==> src/rtl/ram_port_arbiter.sv <==
// Front-end controller for a dual-port RAM: brings the RAM out of reset, then
// shares its write port and read port between two requesters with independent round-robin arbiters.
module ram_port_arbiter #(
    parameter int MEM_DEPTH  = 128,
    parameter int ADDR_WIDTH = $clog2(MEM_DEPTH),
    parameter int DATA_WIDTH = 8,
    parameter int RST_CYCLES = 2
) (
    input  logic                  clk_i,
    input  logic                  rst_n_i,

    input  logic                  m0_req_i,
    input  logic                  m0_we_i,
    input  logic [ADDR_WIDTH-1:0] m0_addr_i,
    input  logic [DATA_WIDTH-1:0] m0_wdata_i,
    output logic                  m0_gnt_o,
    output logic                  m0_rvalid_o,
    output logic [DATA_WIDTH-1:0] m0_rdata_o,

    input  logic                  m1_req_i,
    input  logic                  m1_we_i,
    input  logic [ADDR_WIDTH-1:0] m1_addr_i,
    input  logic [DATA_WIDTH-1:0] m1_wdata_i,
    output logic                  m1_gnt_o,
    output logic                  m1_rvalid_o,
    output logic [DATA_WIDTH-1:0] m1_rdata_o,

    output logic                  ram_rst_o,
    output logic                  ram_valid_o,
    input  logic                  ram_ready_i,
    output logic                  ram_wr_en_o,
    output logic                  ram_rd_en_o,
    output logic [ADDR_WIDTH-1:0] ram_wr_addr_o,
    output logic [ADDR_WIDTH-1:0] ram_rd_addr_o,
    output logic [DATA_WIDTH-1:0] ram_wr_data_o,
    input  logic [DATA_WIDTH-1:0] ram_rd_data_i,
    output logic                  init_done_o
);

    typedef enum logic [1:0] {
        ST_RST      = 2'd0,
        ST_WAIT_RDY = 2'd1,
        ST_RUN      = 2'd2
    } state_t;

    localparam int CNT_WIDTH = (RST_CYCLES > 1) ? $clog2(RST_CYCLES) : 1;
    localparam logic [CNT_WIDTH-1:0] CNT_LAST = CNT_WIDTH'(RST_CYCLES - 1);

    state_t               state;
    state_t               state_next;
    logic [CNT_WIDTH-1:0] rst_cnt;
    logic [CNT_WIDTH-1:0] rst_cnt_next;
    logic                 grant_en;

    logic [1:0]           wr_cand;
    logic [1:0]           rd_cand;
    logic [1:0]           wr_gnt;
    logic [1:0]           rd_gnt;
    logic                 wr_ptr;
    logic                 rd_ptr;
    logic                 rd_pending;
    logic                 rd_owner;

    // Both candidates asking: the pointer picks the winner; otherwise the lone candidate wins.
    function automatic logic [1:0] rr_pick(input logic [1:0] cand, input logic ptr);
        if (cand == 2'b11) begin
            return ptr ? 2'b10 : 2'b01;
        end
        return cand;
    endfunction

    always_ff @(posedge clk_i or negedge rst_n_i) begin
        if (!rst_n_i) begin
            state   <= ST_RST;
            rst_cnt <= '0;
        end else begin
            state   <= state_next;
            rst_cnt <= rst_cnt_next;
        end
    end

    always_comb begin
        state_next   = state;
        rst_cnt_next = rst_cnt;
        unique case (state)
            ST_RST: begin
                if (rst_cnt == CNT_LAST) begin
                    state_next   = ST_WAIT_RDY;
                    rst_cnt_next = '0;
                end else begin
                    rst_cnt_next = rst_cnt + 1'b1;
                end
            end
            ST_WAIT_RDY: begin
                if (ram_ready_i) begin
                    state_next = ST_RUN;
                end
            end
            ST_RUN: begin
                state_next = ST_RUN;
            end
            default: begin
                state_next   = ST_RST;
                rst_cnt_next = '0;
            end
        endcase
    end

    always_comb begin
        ram_rst_o   = 1'b0;
        ram_valid_o = 1'b0;
        init_done_o = 1'b0;
        grant_en    = 1'b0;
        unique case (state)
            ST_RST: begin
                ram_rst_o = 1'b1;
            end
            ST_WAIT_RDY: begin
                ram_valid_o = 1'b1;
            end
            ST_RUN: begin
                ram_valid_o = 1'b1;
                init_done_o = 1'b1;
                grant_en    = ram_ready_i;
            end
            default: begin
                ram_rst_o = 1'b1;
            end
        endcase
    end

    assign wr_cand = {m1_req_i &  m1_we_i, m0_req_i &  m0_we_i};
    assign rd_cand = {m1_req_i & ~m1_we_i, m0_req_i & ~m0_we_i};
    assign wr_gnt  = grant_en ? rr_pick(wr_cand, wr_ptr) : 2'b00;
    assign rd_gnt  = grant_en ? rr_pick(rd_cand, rd_ptr) : 2'b00;

    assign m0_gnt_o = wr_gnt[0] | rd_gnt[0];
    assign m1_gnt_o = wr_gnt[1] | rd_gnt[1];

    // A contested grant hands priority to the loser; uncontested grants leave it alone.
    always_ff @(posedge clk_i or negedge rst_n_i) begin
        if (!rst_n_i) begin
            wr_ptr <= 1'b0;
            rd_ptr <= 1'b0;
        end else begin
            if (grant_en && (wr_cand == 2'b11)) begin
                wr_ptr <= ~wr_ptr;
            end
            if (grant_en && (rd_cand == 2'b11)) begin
                rd_ptr <= ~rd_ptr;
            end
        end
    end

    always_comb begin
        ram_wr_en_o   = |wr_gnt;
        ram_wr_addr_o = '0;
        ram_wr_data_o = '0;
        if (wr_gnt[0]) begin
            ram_wr_addr_o = m0_addr_i;
            ram_wr_data_o = m0_wdata_i;
        end else if (wr_gnt[1]) begin
            ram_wr_addr_o = m1_addr_i;
            ram_wr_data_o = m1_wdata_i;
        end
    end

    always_comb begin
        ram_rd_en_o   = |rd_gnt;
        ram_rd_addr_o = '0;
        if (rd_gnt[0]) begin
            ram_rd_addr_o = m0_addr_i;
        end else if (rd_gnt[1]) begin
            ram_rd_addr_o = m1_addr_i;
        end
    end

    // The RAM registers read data, so the returning strobe is the grant delayed one cycle.
    always_ff @(posedge clk_i or negedge rst_n_i) begin
        if (!rst_n_i) begin
            rd_pending <= 1'b0;
            rd_owner   <= 1'b0;
        end else begin
            rd_pending <= |rd_gnt;
            if (|rd_gnt) begin
                rd_owner <= rd_gnt[1];
            end
        end
    end

    assign m0_rvalid_o = rd_pending & ~rd_owner;
    assign m1_rvalid_o = rd_pending &  rd_owner;
    assign m0_rdata_o  = ram_rd_data_i;
    assign m1_rdata_o  = ram_rd_data_i;

endmodule

==> config.mk <==
export PLATFORM = sky130hd
export DESIGN_NAME = ram_port_arbiter
export DESIGN_NICKNAME = d
export VERILOG_FILES = /design/src/rtl/ram_port_arbiter.sv
export SDC_FILE = /design/constraint.sdc
export NUM_CORES = 1
export LEC_CHECK = 0
export ABC_AREA = 0
export BUFFER_PORTS_ARGS = -buffer_cell sky130_fd_sc_hd__clkbuf_2
export CAP_MARGIN = 20
export CORE_AREA = 2 2 54 56
export DETAILED_ROUTE_END_ITERATION = 8
export DIE_AREA = 0 0 56 58
export MAX_ROUTING_LAYER = met4
export PLACE_DENSITY = 0.79
export SYNTH_ARGS = -nofsm -noshare
export SYNTH_HDL_FRONTEND = slang
export SYNTH_SLANG_ARGS = --single-unit
export TNS_END_PERCENT = 5
==> constraint.sdc <==
create_clock -name clk_i -period 1.8 [get_ports clk_i]
set_input_delay 0.18 -clock clk_i [delete_from_list [all_inputs] [get_ports clk_i]]
set_output_delay 0.18 -clock clk_i [all_outputs]
set_load 0.005 [all_outputs]
# Word-level counts from Yosys, hierarchy flattened
# Index checks and enable logic that the tools add are counted.
[totals]
register_bits = 7
in_bits = 45
output_inout_bits = 47
[op_classes]
n_addsub = 1
n_eq_ne = 6
muxes = 25
n_bitwise = 13
reduce_logical = 7
[ops]
columns = ["operator", "count"]
rows = [
  ["7-bit two-way mux", 4],
  ["2-bit two-way mux", 10],
  ["8-bit two-way mux", 2],
  ["1-bit two-way mux", 7],
  ["1-bit AND", 6],
  ["2-bit equality test (second input constant)", 3],
  ["2-bit one-hot mux with 3 select lines", 1],
  ["2-bit OR reduction", 3],
  ["1-bit inverter", 5],
  ["2-bit != test (second input constant)", 2],
  ["2-bit by 1-bit equality test with 1-bit output (second input constant)", 1],
  ["1-bit logical AND", 2],
  ["2-bit logical NOT", 1],
  ["1-bit OR", 2],
  ["1-bit one-hot mux with 2 select lines", 1],
  ["2-bit AND reduction", 1],
  ["1-bit adder (second input constant)", 1],
]

# Longest topological paths before layout
[depth]
ltp_word = 8
mapped_depth = 7
mapped_depth_nobuf = 5

# Worst setup path before layout
# Ideal clock, no wire load.
[synth_timing]
path_type = "flip-flop to output port"
start = "register state[0]"
end = "output port ram_rd_addr_o[1]"
arrival_ns = 1.355
path_slack_ns = 0.265
path_stages_with_launch = 8
cell_sequence = "dfrtp_1 inv_1 ha_1 and2_1 clkbuf_1 buf_2 nand2_1 o22ai_1"
[synth_between]
elab_chain_cells = 5
[synth_rtl]
columns = ["element", "line", "rtl"]
rows = [
  ["from (decl)", "49", "state_t state;"],
  ["from (signal assigned)", "77", "state <= state_next;"],
  ["2-bit equality test *", "114", "unique case (state)"],
  ["1-bit two-way mux *", "114", ""],
  ["2-bit two-way mux *", "135", "assign rd_gnt = grant_en ? rr_pick(rd_cand, rd_ptr) : 2'b00;"],
  ["7-bit two-way mux", "173", "end else if (rd_gnt[1]) begin"],
  ["7-bit two-way mux *", "171", "if (rd_gnt[0]) begin"],
  ["to (decl)", "34", "output logic [ADDR_WIDTH-1:0] ram_rd_addr_o,"],
]
# Mark *: on every way between the ends. The rest lies on a longest branch, timed or not.

# Worst setup path in the final report
[layout_timing]
start = "register state[0]"
end = "output port ram_wr_data_o[7]"
[layout_between]
elab_chain_cells = 5
[layout_rtl]
columns = ["element", "line", "rtl"]
rows = [
  ["2-bit equality test *", "114", ""],
  ["1-bit two-way mux *", "114", ""],
  ["2-bit two-way mux *", "134", "assign wr_gnt = grant_en ? rr_pick(wr_cand, wr_ptr) : 2'b00;"],
  ["8-bit two-way mux", "162", "end else if (wr_gnt[1]) begin"],
  ["8-bit two-way mux *", "159", "if (wr_gnt[0]) begin"],
  ["to (decl)", "35", "output logic [DATA_WIDTH-1:0] ram_wr_data_o,"],
]
# Marks and branches as above.

==> results summary <==
The delay of the slowest cell on the worst path is 0.38 ns. The worst register-to-register path begins at state[0]$_DFFE_PN0P_. The post-synthesis average cell area came out at ~7.5 sq um. The number of register bits inferred by synthesis is 7. The maximum level of the CTS H-tree came out at 1. The clock network power share came out at around 23%.

The share of total power dissipated in combinational logic is a little over two fifths. TritonCTS built the clock tree. STA classifies the critical path endpoint as an output pin. Routability-driven placement finished with a final weighted congestion of about 0.84. For this block, the via count after detailed routing is 1062. The wire length of the first global-routing pass came out at about 4100 um.

The core box area came out at between 2000 and 3000 sq um. The headroom to the max-slew limit came out at between 70% and 80%. In this run the worst path has a maximum fanout of 8. For this block, the initial DRC count from the detailed router was 52.

The number of clock sinks is 7. The class of the most critical hold timing path is primary input to async pin. Traced cell by cell, the critical path runs through inv_2 -> ha_4 -> and2_4 -> clkbuf_16 -> nand2_1 -> o22ai_1 -> clkbuf_2. The Yosys step of the flow raised 0 warnings.

The share of power burned in registers came out at between 30% and 40%. Dividing the detail-routed via count by the number of cells gives a little over 5. The worst setup path is of the register to output pin kind.

The internal cell power is 0.402 mW. The max-slew violation count came out at 0. The final setup slack of the worst path is roughly 0.045 ns. The global router's overall resource usage came out at ~16%. In the final layout, the share of cells above drive strength 1 is between 50% and 60%.

The flow ran to the end, and the final reports show no timing, DRC or antenna violations. The total detailed-routing wirelength came out at about 2700 um. Among all stages on the critical path, the largest delay is contributed by dfrtp_1. The leakage power of the design is 0.702 nW. From left edge to right edge, the die measures about 56 um. The share of the cycle needed by the critical path after routing is ~100%. The HPWL after detailed placement is slightly above 2000 um. The data arrival time of the worst path came out at 1.58 ns. For this configuration, the core starts out at a cell density of a little over a third. The area of the die came out at 3250 sq um. The number of global-route vias before repair is ~960. The number of distinct standard cells referenced by the synthesized netlist is 30. The max-capacitance violation count came out at 0. Sequential cells were found to cover a little under a fifth of the synthesized design area. The clock latency of the later-clocked register in the worst-skew pair came out at ~0.25 ns. Counting tap cells, the placed design contains a total of approximately 200 instances.

The number of nets in the layout came out at 230. The area of the mapped netlist came out at approximately 900 sq um. Relative to the synthesized area, the layout overhead comes to 39.5%. The worst slack at placement came out at roughly 0.17 ns. Setup repair after global routing left no endpoint under its margin. For this design the total switching power over the nets is 0.239 mW. The number of nets with antenna violations after detailed routing came out at 0. The number of setup violations in the final report is 0. The final cell count without fillers is 211.

The fmax is 570 MHz. In the routed design, unresolved DRC markers number 0. At the pin with the least slew margin, the transition time is ~0.43 ns. The maximum number of buffers from clock root to sink came out at 2. The root buffer cell chosen for the clock tree is clkbuf_4. The standard-cell row count is 19.

The type of element launching the critical path is a register. The post-synthesis cell count came out at between 100 and 150. In this run the cell area measured after placement is 1160 sq um. The terminus of the critical flop-to-flop path is state[0]$_DFFE_PN0P_. The floorplan step set the die height to slightly below 60 um. Adding up every negative setup slack in the final design gives 0 ns. Entering global routing, the biggest net connects 17 pins. The number of antenna violations at the first check in global routing came out at 0.

Across all register-to-register paths, the minimum setup slack is between 0.2 and 0.25 ns. The total inserted antenna cells is 0. The worst clock skew on the final layout is 0.000201 ns. Clock-pin slew was measured on the worst setup and hold paths at roughly 0.05 ns. In the final routed layout, each cell accounts on average for ~13 um.

The depth of the most critical reg-to-reg path is 6. The number of optimization iterations in the first detailed-route pass came out at 4. The finished layout cell area is 1290 sq um. IR analysis of the VDD net gives a maximum drop of between 400 and 500 uV. Data on the critical path is required at its endpoint by ~1.6 ns. The power per cell area came out at 496 nW/um^2. The power after layout is 0.641 mW. 92 I/O pins were placed. The total count of hold-check failures in the final report came out at 0. The clock buffer count from CTS is 3. The shortest period the worst path allows came out at 1.76 ns. Synthesis produced a netlist with a net count of roughly 170. The final global-route overflow total is 0. The number of input and output port buffers inserted is 67. The switching part of the total is around 37%.
kinds of logic after synthesis:
family / after synthesis / share of synthesized area (%)
AOI/OAI and AO/OA: 34 / 28.9
xor gates and xnor gates: 2 / 1.89
adders and majority gates: 4 / 5.41
buffers and inverters: 27 / 19.7
DFF: 7 / 18.9
muxes: 3 / 3.51
and+or+nand+nor: 47 / 21.6
power by group through the flow:
stage	combinational, mW	clock [mW]	sequential, mW
finish	0.269	0.146	0.226
global route	0.295	0.156	0.230
CTS	0.263	0.150	0.226
detailed placement	0.249	0	0.228
global placement	0.247	0	0.226
floorplan	0.184	0	0.220
per-stage QoR:
stage | util [%] | hold slack, ns
2_1_floorplan | - | -0.116
3_3_place_gp | 43.4 | 0.0240
3_5_place_dp | 43.4 | 0.0257
4_1_cts | 46.9 | 0.291
5_1_grt | 48.5 | 0.322
6_report | 48.5 | 0.297
state kept, by name, indices dropped and copies added, names as in the netlist:
register and count:
rd_owner 1, rd_pending 1, rd_ptr 1, rst_cnt 1, state 2, wr_ptr 1
worst max-delay path: cells and delay by family (launching register included):
kind,cells,cell delay (ns)
compound gates,1,0.16
fa+ha+maj,1,0.14
buf+inv,3,0.38
flops,1,0.38
simple gates,2,0.26
routing by layer:
| layer | GRT usage [%] | wire length, um |
|---|---|---|
| met1 | 16.9 | 1040 |
| met2 | 28.4 | 1320 |
| met3 | 3.79 | 305 |
| met4 | 7.82 | 68 |
| met5 | - | 0 |
synthesized netlist by cell type, drive strengths merged:
| cell | n | area share (%) |
|---|---|---|
| nand2 | 36 | 15 |
| o22ai | 22 | 18 |
| buf | 20 | 16 |
| dfrtp | 7 | 19 |
| a21oi | 5 | 2.7 |
| inv | 5 | 2.0 |
| ha | 4 | 5.4 |
| o21bai | 3 | 4.5 |
| and2 | 2 | 1.4 |
| clkbuf | 2 | 1.9 |
| mux2 | 2 | 2.4 |
| nand2b | 2 | 1.4 |
| nor2b | 2 | 1.4 |
| nor3 | 2 | 1.1 |
| a31o | 1 | 1.9 |
| mux2i | 1 | 1.1 |
| nand3 | 1 | 0.54 |
| nor2 | 1 | 0.41 |
| o21ai | 1 | 0.54 |
| o22a | 1 | 0.95 |
| o31ai | 1 | 0.81 |
| or3 | 1 | 0.68 |
| xnor2 | 1 | 0.95 |
| xor2 | 1 | 0.95 |
area by class of cell:
| class | count | area (sq um) |
|---|---|---|
| flip-flops and latches | 7 | 175 |
| fillers | 288 | 1370 |
| repair buffers | 74 | 440 |
| clock buffers | 4 | 26.3 |
| well taps | 31 | 38.8 |
| inverters | 5 | 18.8 |
| multi-input cells | 90 | 592 |
cell usage in the layout, fill, tap and decap left out, types with 3 or more instances in the layout:
cell	instances
clkbuf_2	63
nand2_1	34
o22ai_1	17
dfrtp_1	7
o22ai_2	5
a21oi_1	5
inv_1	4
buf_2	4
ha_1	3
clkbuf_4	3
buf_4	3
what timing repair did:
action / CTS / global route
setup endpoints to repair: 24 / 16
gates cloned: 1 / 1
buffers inserted: 2 / 1
hold buffers: 1 / 0
hold endpoints to repair: 7 / 0
resized for setup: 5 / 6
pin swaps: 0 / 3
how the worst max path moves through the flow:
stage	startpoint	slack, ns	cells after the start	endpoint
global route	state[0]$_DFFE_PN0P_	0.003	7	ram_wr_data_o[0]
global placement	state[0]$_DFFE_PN0P_	0.22	7	ram_rd_addr_o[5]
detailed placement	state[0]$_DFFE_PN0P_	0.17	7	ram_rd_addr_o[5]
floorplan	state[0]$_DFFE_PN0P_	0.27	7	ram_rd_addr_o[1]
CTS	state[0]$_DFFE_PN0P_	0.04	7	ram_rd_addr_o[5]
finish	state[0]$_DFFE_PN0P_	0.04	7	ram_wr_data_o[7]
Power figures use the tool's default switching activity.
